## config.mk

```make
export PLATFORM = sky130hd
export DESIGN_NAME = fifo_ctrl
export DESIGN_NICKNAME = d
export VERILOG_FILES = /design/src/rtl/fifo_pkg.sv /design/src/rtl/fifo_ctrl.sv
export SDC_FILE = /design/constraint.sdc
export NUM_CORES = 1
export LEC_CHECK = 0
export ABC_AREA = 1
export CORE_AREA = 2 2 39 41
export DETAILED_ROUTE_END_ITERATION = 10
export DIE_AREA = 0 0 41 43
export PLACE_DENSITY = 0.8
export SETUP_SLACK_MARGIN = 0.2
export SLEW_MARGIN = 0
export SYNTH_ARGS = -nofsm -noshare
export SYNTH_HDL_FRONTEND = slang
export SYNTH_SLANG_ARGS = --single-unit
```

## constraint.sdc

```tcl
create_clock -name clk -period 3 [get_ports clk]
set_input_delay 0.6 -clock clk [delete_from_list [all_inputs] [get_ports clk]]
set_output_delay 0.6 -clock clk [all_outputs]
set_load 0.1 [all_outputs]
```

## src/rtl/fifo_pkg.sv

```systemverilog
// Shared FIFO types and helpers: default address width, sticky-error bundle, depth helper.
package fifo_pkg;

  localparam int FIFO_W = 2;

  typedef struct packed {
    logic overflow;
    logic underflow;
  } fifo_err_t;

  function automatic int depth(input int w);
    return 2 ** w;
  endfunction

endpackage

```

## src/rtl/fifo_ctrl.sv

```systemverilog
// FIFO pointer/occupancy controller driving reg_file; flags decode from the registered count
// so they are glitch-free and always reflect post-edge state.
module fifo_ctrl
  import fifo_pkg::*;
#(
  parameter int W         = FIFO_W,
  parameter int AF_THRESH = 3,
  parameter int AE_THRESH = 1
) (
  input  logic         clk,
  input  logic         reset,
  input  logic         wr,
  input  logic         rd,
  input  logic         clr_err,
  output logic         wr_en,
  output logic [W-1:0] w_addr,
  output logic [W-1:0] r_addr,
  output logic         full,
  output logic         empty,
  output logic         almost_full,
  output logic         almost_empty,
  output logic [W:0]   count,
  output logic         overflow,
  output logic         underflow
);

  localparam int         DEPTH   = depth(W);
  localparam logic [W:0] DEPTH_C = (W+1)'(DEPTH);
  localparam logic [W:0] AF_C    = (W+1)'(AF_THRESH);
  localparam logic [W:0] AE_C    = (W+1)'(AE_THRESH);

  if (AF_THRESH < 1 || AF_THRESH > DEPTH) begin : g_af_range
    $error("fifo_ctrl: AF_THRESH out of range 1..DEPTH");
  end
  if (AE_THRESH < 0 || AE_THRESH > DEPTH - 1) begin : g_ae_range
    $error("fifo_ctrl: AE_THRESH out of range 0..DEPTH-1");
  end

  logic [W-1:0] w_ptr, r_ptr;
  logic [W:0]   cnt;
  fifo_err_t    err;
  logic         push_ok, pop_ok;

  assign full         = (cnt == DEPTH_C);
  assign empty        = (cnt == '0);
  assign almost_full  = (cnt >= AF_C);
  assign almost_empty = (cnt <= AE_C);

  assign push_ok = wr & ~full;
  assign pop_ok  = rd & ~empty;

  always_ff @(posedge clk or posedge reset) begin
    if (reset) begin
      w_ptr <= '0;
      r_ptr <= '0;
      cnt   <= '0;
      err   <= '0;
    end else begin
      if (push_ok) w_ptr <= w_ptr + W'(1);
      if (pop_ok)  r_ptr <= r_ptr + W'(1);
      case ({push_ok, pop_ok})
        2'b10:   cnt <= cnt + (W+1)'(1);
        2'b01:   cnt <= cnt - (W+1)'(1);
        default: cnt <= cnt;
      endcase
      // A fresh error in the same cycle as clr_err must not be lost.
      err.overflow  <= (wr & full)  | (err.overflow  & ~clr_err);
      err.underflow <= (rd & empty) | (err.underflow & ~clr_err);
    end
  end

  assign wr_en     = push_ok;
  assign w_addr    = w_ptr;
  assign r_addr    = r_ptr;
  assign count     = cnt;
  assign overflow  = err.overflow;
  assign underflow = err.underflow;

endmodule

```

# --- Yosys cells after proc, flatten, opt, wreduce, memory -nomap -nowiden ---
# Cells that the tools add are included.
classes:
  n_reduce_logical: 2
  addsub: 4
  order_cmp: 2
  bitwise_logic: 11
  n_mux: 1
  n_eq_ne: 3
op_table:
  columns: ["op", "count"]
  rows:
  - ["bitwise AND 1 bit", 6]
  - ["case mux 3 bit (2 select lines)", 1]
  - ["adder 2 x 1 -> 2 bit, second input constant", 2]
  - ["adder 3 x 1 -> 3 bit, second input constant", 1]
  - ["equality test 3 bit, second input constant", 1]
  - [">= comparator 3 x 2 -> 1 bit, second input constant", 1]
  - ["<= comparator 3 x 1 -> 1 bit, second input constant", 1]
  - ["logical NOT 3 bit", 1]
  - ["inverter 1 bit", 3]
  - ["subtractor 3 x 1 -> 3 bit, second input constant", 1]
  - ["equality test 2 x 1 -> 1 bit, second input constant", 1]
  - ["equality test 2 bit, second input constant", 1]
  - ["bitwise OR 1 bit", 2]
  - ["nonzero test 2 bit", 1]
totals:
  word_cells: 28
  output_inout_bits: 14
  regBits: 9

# --- Longest topological paths before layout ---
# Gate-level depths: netlist of run 1.
logic_depth:
  word_depth: 5
  mapped_depth: 12
  ltp_nobuf: 12

# --- Worst setup path after synthesis of run 1 ---
# No wires, ideal clock.
synth_timing:
  kind: "reg-to-output"
  start: "register cnt[0] (netlist: count[0])"
  end: "output port almost_full"
  n_path_buf: 0
  stages_incl_launch_ff: 3
  slack_ps: -943
  required_time_ps: 2400
  t_arrival_ps: 3343
  path_cell_list: "dfrtp_1 inv_1 o21ai_0"
synth_between:
  elab_chain_cells: 1
synth_rtl:
  columns: ["item", "line", "rtl"]
  rows:
  - ["from (decl)", "fifo_ctrl.sv:40", "logic [W:0] cnt;"]
  - ["from (signal assigned)", "fifo_ctrl.sv:62", "2'b10: cnt <= cnt + (W+1)'(1);"]
  - ["from (signal assigned)", "fifo_ctrl.sv:63", "2'b01: cnt <= cnt - (W+1)'(1);"]
  - ["from (signal assigned)", "fifo_ctrl.sv:64", "default: cnt <= cnt;"]
  - [">= comparator 3 x 2 -> 1 bit", "fifo_ctrl.sv:46", "assign almost_full = (cnt >= AF_C);"]
  - ["to (decl)", "fifo_ctrl.sv:20", "output logic almost_full,"]
# No other way between the ends.

# --- Worst setup path after layout of run 1 ---
layout_timing:
  start: "register cnt[0] (netlist: count[0])"
  end: "output port full"
layout_between:
  elab_chain_cells: 1
layout_rtl:
  columns: ["item", "line", "rtl"]
  rows:
  - ["equality test 3 bit", "fifo_ctrl.sv:44", "assign full = (cnt == DEPTH_C);"]
  - ["to (decl)", "fifo_ctrl.sv:18", "output logic full,"]
# No other way between the ends.

==> impl_metrics.yaml, run 1 <==
critical_path:
  worstPathCellList: "inv_1 > ha_1 > nand2_1 > inv_1 > buf_4"
  endpoint: "full"
  reg2reg_slack_ns: 1.27
  path_class: "reg2out"
  cp_common_cell: "inv_1"
  worstPathRequired_ns: 2.40
  worstPathArrival_ns: 1.56
  critPathLaunch: "count[0]"
  timing.rr.end: "count[2]"
  r2r_cells: 10
  crit_path_max_fanout: 5
  cpPeakStageDelay_ns: 0.44
  r2r_start: "count[0]"
  startpoint_type: "register"
  cp_slowest_cell: "dfrtp_1"
  end_kind: "output pin"
final_layout:
  area_growth_pct: 38.5
  drive_above_1_share_pct: 29.2
  num_antenna_cells: 0
  nets: 101
clocking:
  clk_pin_slew_ns: 0.07
  cts_made_buffers: 3
  cts_root_buffer: "clkbuf_4"
  cts-resized-gates: 0
  cts_setup_buffers: 0
  cts_sinks: 9
  clockBufferDepth: 2
  clk_latency_ns: 0.26
  cts_htree_levels: 1
  cts_hold_buf: 0
  cts_tree: "built"
global_route:
  grtUsageTotal_pct: 13.8
  grt_max_degree: 10
  antenna_found_initial: 0
  grt_remaining_overflow: 0
  grt_pass1_wl_um: 1680
  grt_pass1_vias: 407
logic_synthesis:
  synth_nets: 78
  ys_warn_count: 0
  synthDistinctLibCells: 15
  synth_area_leaders: "dfrtp_1 (41%), nand2_1 (15%), ha_1 (14%)"
  ys_seq_area_share_pct: 41.3
  synth_top_cell_by_area: "dfrtp_1"
  avgSynthCellArea_um2: 8.14
  syn_area_um2: 546
  ys_ff_latch: 9
  syn_inst: 67
  synth_top_cell_area_share_pct: 41.3
placement:
  numPortBuffers: 18
  place.gp.congestion: 0.680
  dp_hpwl_um: 811
die:
  std_cell_rows: 14
  dieArea_mm2: 0.00176
  io_pins: 19
  initial_core_util_pct: 39.4
  die_w_um: 41
  die_y_um: 43
  core_mm2: 0.00138
drt:
  initialDrtViolationCount: 2
  viasPerCell: 4.25
  postRouteAntennaNets: 0
  drc: 0
  vias: 446
  dr.pass1.iters: 4
  drt-total-wl_um: 991
  wire_per_inst_um: 9.44
flow_run:
  drv_cap: 0
sta:
  tns_ns: 0
  finalHoldViolations: 0
  rsz0062_at_grt: "false"
  period_share_pct: 72.1
  finalSetupViolCount: 0
  post-route-min-period_ns: 2.16
  finalClockSkew_ns: 0.00191
  relSlewSlack_pct: 76.8
  slew_violations: 0
  fmax_ghz: 0.463
  tightest_slew_ns: 0.348
hold_path:
  holdCritPathClass: "reg2reg"
  worstHoldPathCells: 1
outcome:
  outcome: "complete, no violations"
how the worst min path moves through the flow:
stage / start / end / slack (ns)
after detailed placement: w_addr[1] / w_addr[1] / 0.51
final: w_addr[0] / w_addr[0] / 0.53
after floorplan: reset / count[0] / 0.43
after CTS: w_addr[0] / w_addr[0] / 0.53
after global placement: underflow / underflow / 0.50
after global routing: w_addr[0] / w_addr[0] / 0.54
cell usage in the layout (no fill, tap or decap), drive strengths merged:
master,count
clkbuf,4
nand2,25
xnor2,2
clkinv,1
inv,14
nand3,1
ha,6
buf,14
a21oi,1
xor2,3
o21ai,3
dfrtp,9
nor2,2
clkdlybuf4s50,4
synthesized netlist by cell type:
cell	instances
ha_1	6
nand2_2	1
xor2_1	3
inv_2	3
inv_1	11
nand3_1	1
xnor2_1	2
nand2_1	22
nand2_4	2
clkinv_2	1
nor2_1	2
o21ai_1	2
o21ai_0	1
a21oi_1	1
dfrtp_1	9
worst max-delay path: cells and delay by family, from the launching register on:
| family | cells | cell delay (ns) |
|---|---|---|
| buffers and inverters | 3 | 0.53 |
| adders and majority gates | 1 | 0.24 |
| and+or+nand+nor | 1 | 0.10 |
| DFF | 1 | 0.44 |
registers in the layout (all words and copies together) (netlist names):
signal / flops
overflow: 1
underflow: 1
w_addr: 2
count: 3
r_addr: 2
through the flow:
stage,cell area (um^2),cells,hold WS (ns),worst slack [ns],util [%]
floorplan,552,67,0.428,0.319,-
global placement,729,101,0.502,0.941,52.7
detailed placement,729,101,0.514,0.934,52.7
CTS,756,105,0.526,0.822,54.6
global route,756,105,0.544,0.694,54.6
finish,756,105,0.526,0.838,54.6
cell families after synthesis:
kind of cell	Yosys count	share of synthesized area (%)
and+or+nand+nor	28	22.7
buffers and inverters	15	10.5
DFF	9	41.3
adders and majority gates	6	13.8
xor gates and xnor gates	5	8.03
AOI/OAI and AO/OA	4	3.67
per-layer routing:
metal / part of all wire, % / global-route usage (%) / routed length (um)
met3: 3.8 / 4.71 / 38
met2: 53 / 21.3 / 527
met5: 0 / 0 / 0
met1: 43 / 17.7 / 424
met4: 0 / 4.00 / 0
final cells by class:
type / instances / area (um^2)
Fill cell: 131 / 628
Multi-Input combinational cell: 43 / 269
Timing Repair Buffer: 18 / 158
Tap cell: 16 / 20.0
Sequential cell: 9 / 225
Inverter: 15 / 57.6
Clock buffer: 4 / 26.3
Power of run 1 is not shown: default switching activity piles up to over one toggle a cycle in this logic, so the estimate is an artifact.
==> run 2: changes to the inputs <==
- CORE_AREA: 2 2 39 41 -> unset
- CORE_UTILIZATION: unset -> 38
- DIE_AREA: 0 0 41 43 -> unset
- PLACE_DENSITY: 0.8 -> 0.78
- clock period: 3 -> 1.8 ns (I/O delays scaled with it)
==> run 2 against run 1 <==
  * The flow now finishes with violations (setup timing)
  * Count of clock-buffer cells in the layout fell by 1
  * Utilization rose by 36 points
  * Final area rose by 57%
  * Critical path type unchanged
  * Worst hold slack got worse by 0.18 ns
==> impl_metrics.yaml, run 2 (same netlist as run 1, synthesis figures left out) <==
outcome:
  outcome: "complete, but fails checks"
  violations: "setup timing"
clocking:
  cts_htree_levels: 1
  cts_tree: "built"
  cts_sinks: 9
  cts_made_buffers: 3
  clockBufferDepth: 2
  cts_root_buffer: "clkbuf_4"
  cts_hold_buf: 0
  clk_latency_ns: 0.27
  clk_pin_slew_ns: 0.06
final_layout:
  fillers: 44
  final_cell_mix: "nand2_1 (20), buf_12 (14), buf_4 (11), inv_1 (7), dfrtp_1 (6)"
  drive_above_1_share_pct: 54.9
  nets: 114
  multi_input_area_um2: 387
  final_common_cell: "nand2_1"
  ff_latch_area_um2: 236
  post-route-cell-area_mm2: 0.00119
  area_growth_pct: 118
  num_antenna_cells: 0
  largest_reg_flops: 3
global_route:
  antenna_found_initial: 0
  grt_pass1_vias: 508
  grtUsageTotal_pct: 24.0
  grt_max_degree: 10
  busiest_layer: "met2"
  met1_usage_pct: 20.6
  grt_remaining_overflow: 0
  grt_pass1_wl_um: 2260
  grt_util_met2_pct: 43.5
  gr-usage-met3_pct: 11.9
die:
  die_w_um: 39.9
  die_y_um: 39.9
  std_cell_rows: 13
  io_pins: 19
  initial_core_util_pct: 41.4
  dieArea_mm2: 0.00159
  core_mm2: 0.00132
drt:
  wire_per_inst_um: 15.6
  dr.pass1.iters: 4
  initialDrtViolationCount: 14
  drt-total-wl_um: 1830
  postRouteAntennaNets: 0
  vias: 573
  drc: 0
  viasPerCell: 4.90
critical_path:
  end_kind: "output pin"
  worstPathRequired_ns: 1.44
  path_class: "reg2out"
  crit_path_max_fanout: 4
  startpoint_type: "register"
  worstPathArrival_ns: 1.48
sta:
  slew_violations: 0
  tightest_slew_ns: 0.358
  relSlewSlack_pct: 76.1
  finalSetupViolCount: 2
  fmax_ghz: 0.543
  rsz0062_at_grt: "true"
  finalHoldViolations: 0
  finalWorstSetupSlack_ns: -0.0425
  post-route-min-period_ns: 1.84
  period_share_pct: 102
  finalClockSkew_ns: 0.000389
placement:
  numPortBuffers: 18
  placed_area_um2: 997
  place.gp.congestion: 0.777
  dp_hpwl_um: 1050
hold_path:
  holdCritPathClass: "in2async"
flow_run:
  drv_cap: 0
==> run 2: cell types whose count changed in the layout (fill, tap and decap cells not counted), moves of 2 or more <==
cell,delta
buf_12,+13
ha_1,-5
ha_4,+5
inv_1,-4
dfrtp_1,-3
dfrtp_4,+3
inv_4,+3
buf_4,-2
buf_6,+2
inv_2,-2
nand2_1,-2
nor2_4,+2
==> run 2: per-layer routing <==
metal,vias up,share of wire (%)
li1,270,-
met4,0,2.9
met1,273,36
met2,23,55
met3,7,5.4
met5,-,0
==> run 2: worst max-delay path, stage by stage (launching register included) <==
cell,delay [ns]
dfrtp_4,0.53
ha_4,0.19
ha_4,0.15
nor2_4,0.10
o21ai_4,0.08
buf_12,0.16
==> run 2: cell type report <==
cell class                 instances  area share (%)
clock buffer                       3            1.90
clock inverter                     1           0.421
inverter                          15            7.80
multi-input combinational         43            32.6
sequential                         9            19.9
tap                               15            1.58
timing repair buffer              31            35.8
==> run 2: stage by stage <==
step / hold slack [ns] / worst slack (ns) / cells / utilization [%] / TNS, ns
finish: 0.347 / -0.0425 / 117 / 90.1 / -0.0658
global route: 0.377 / -0.0795 / 117 / 90.1 / -0.208
CTS: 0.334 / -0.0670 / 108 / 83.9 / -0.156
detailed placement: 0.561 / 0.0991 / 100 / 75.7 / 0
global placement: 0.546 / 0.147 / 100 / 75.7 / 0
floorplan: 0.188 / 0.0150 / 67 / - / 0
==> run 2: timing repair <==
action / in CTS / in global routing
resized for setup: 8 / 7
setup endpoints to repair: 7 / 8
setup buffers: 4 / 9
pin swaps: 2 / 7
==> run 2: path summary, 6_finish.rpt <==
| check | from | to | slack, ns | cells past startpoint |
|---|---|---|---|---|
| max | count[0] | almost_full | -0.04 | 5 |
| min | reset | count[2] | 0.35 | 2 |
| max reg2reg | count[1] | count[2] | 0.19 | 11 |
| min reg2reg | underflow | underflow | 0.57 | 2 |
| max in group asynchronous | reset | count[1] | 1.16 | 2 |
| min in group clk | underflow | underflow | 0.57 | 2 |
Power of run 2 is left out for the same reason.
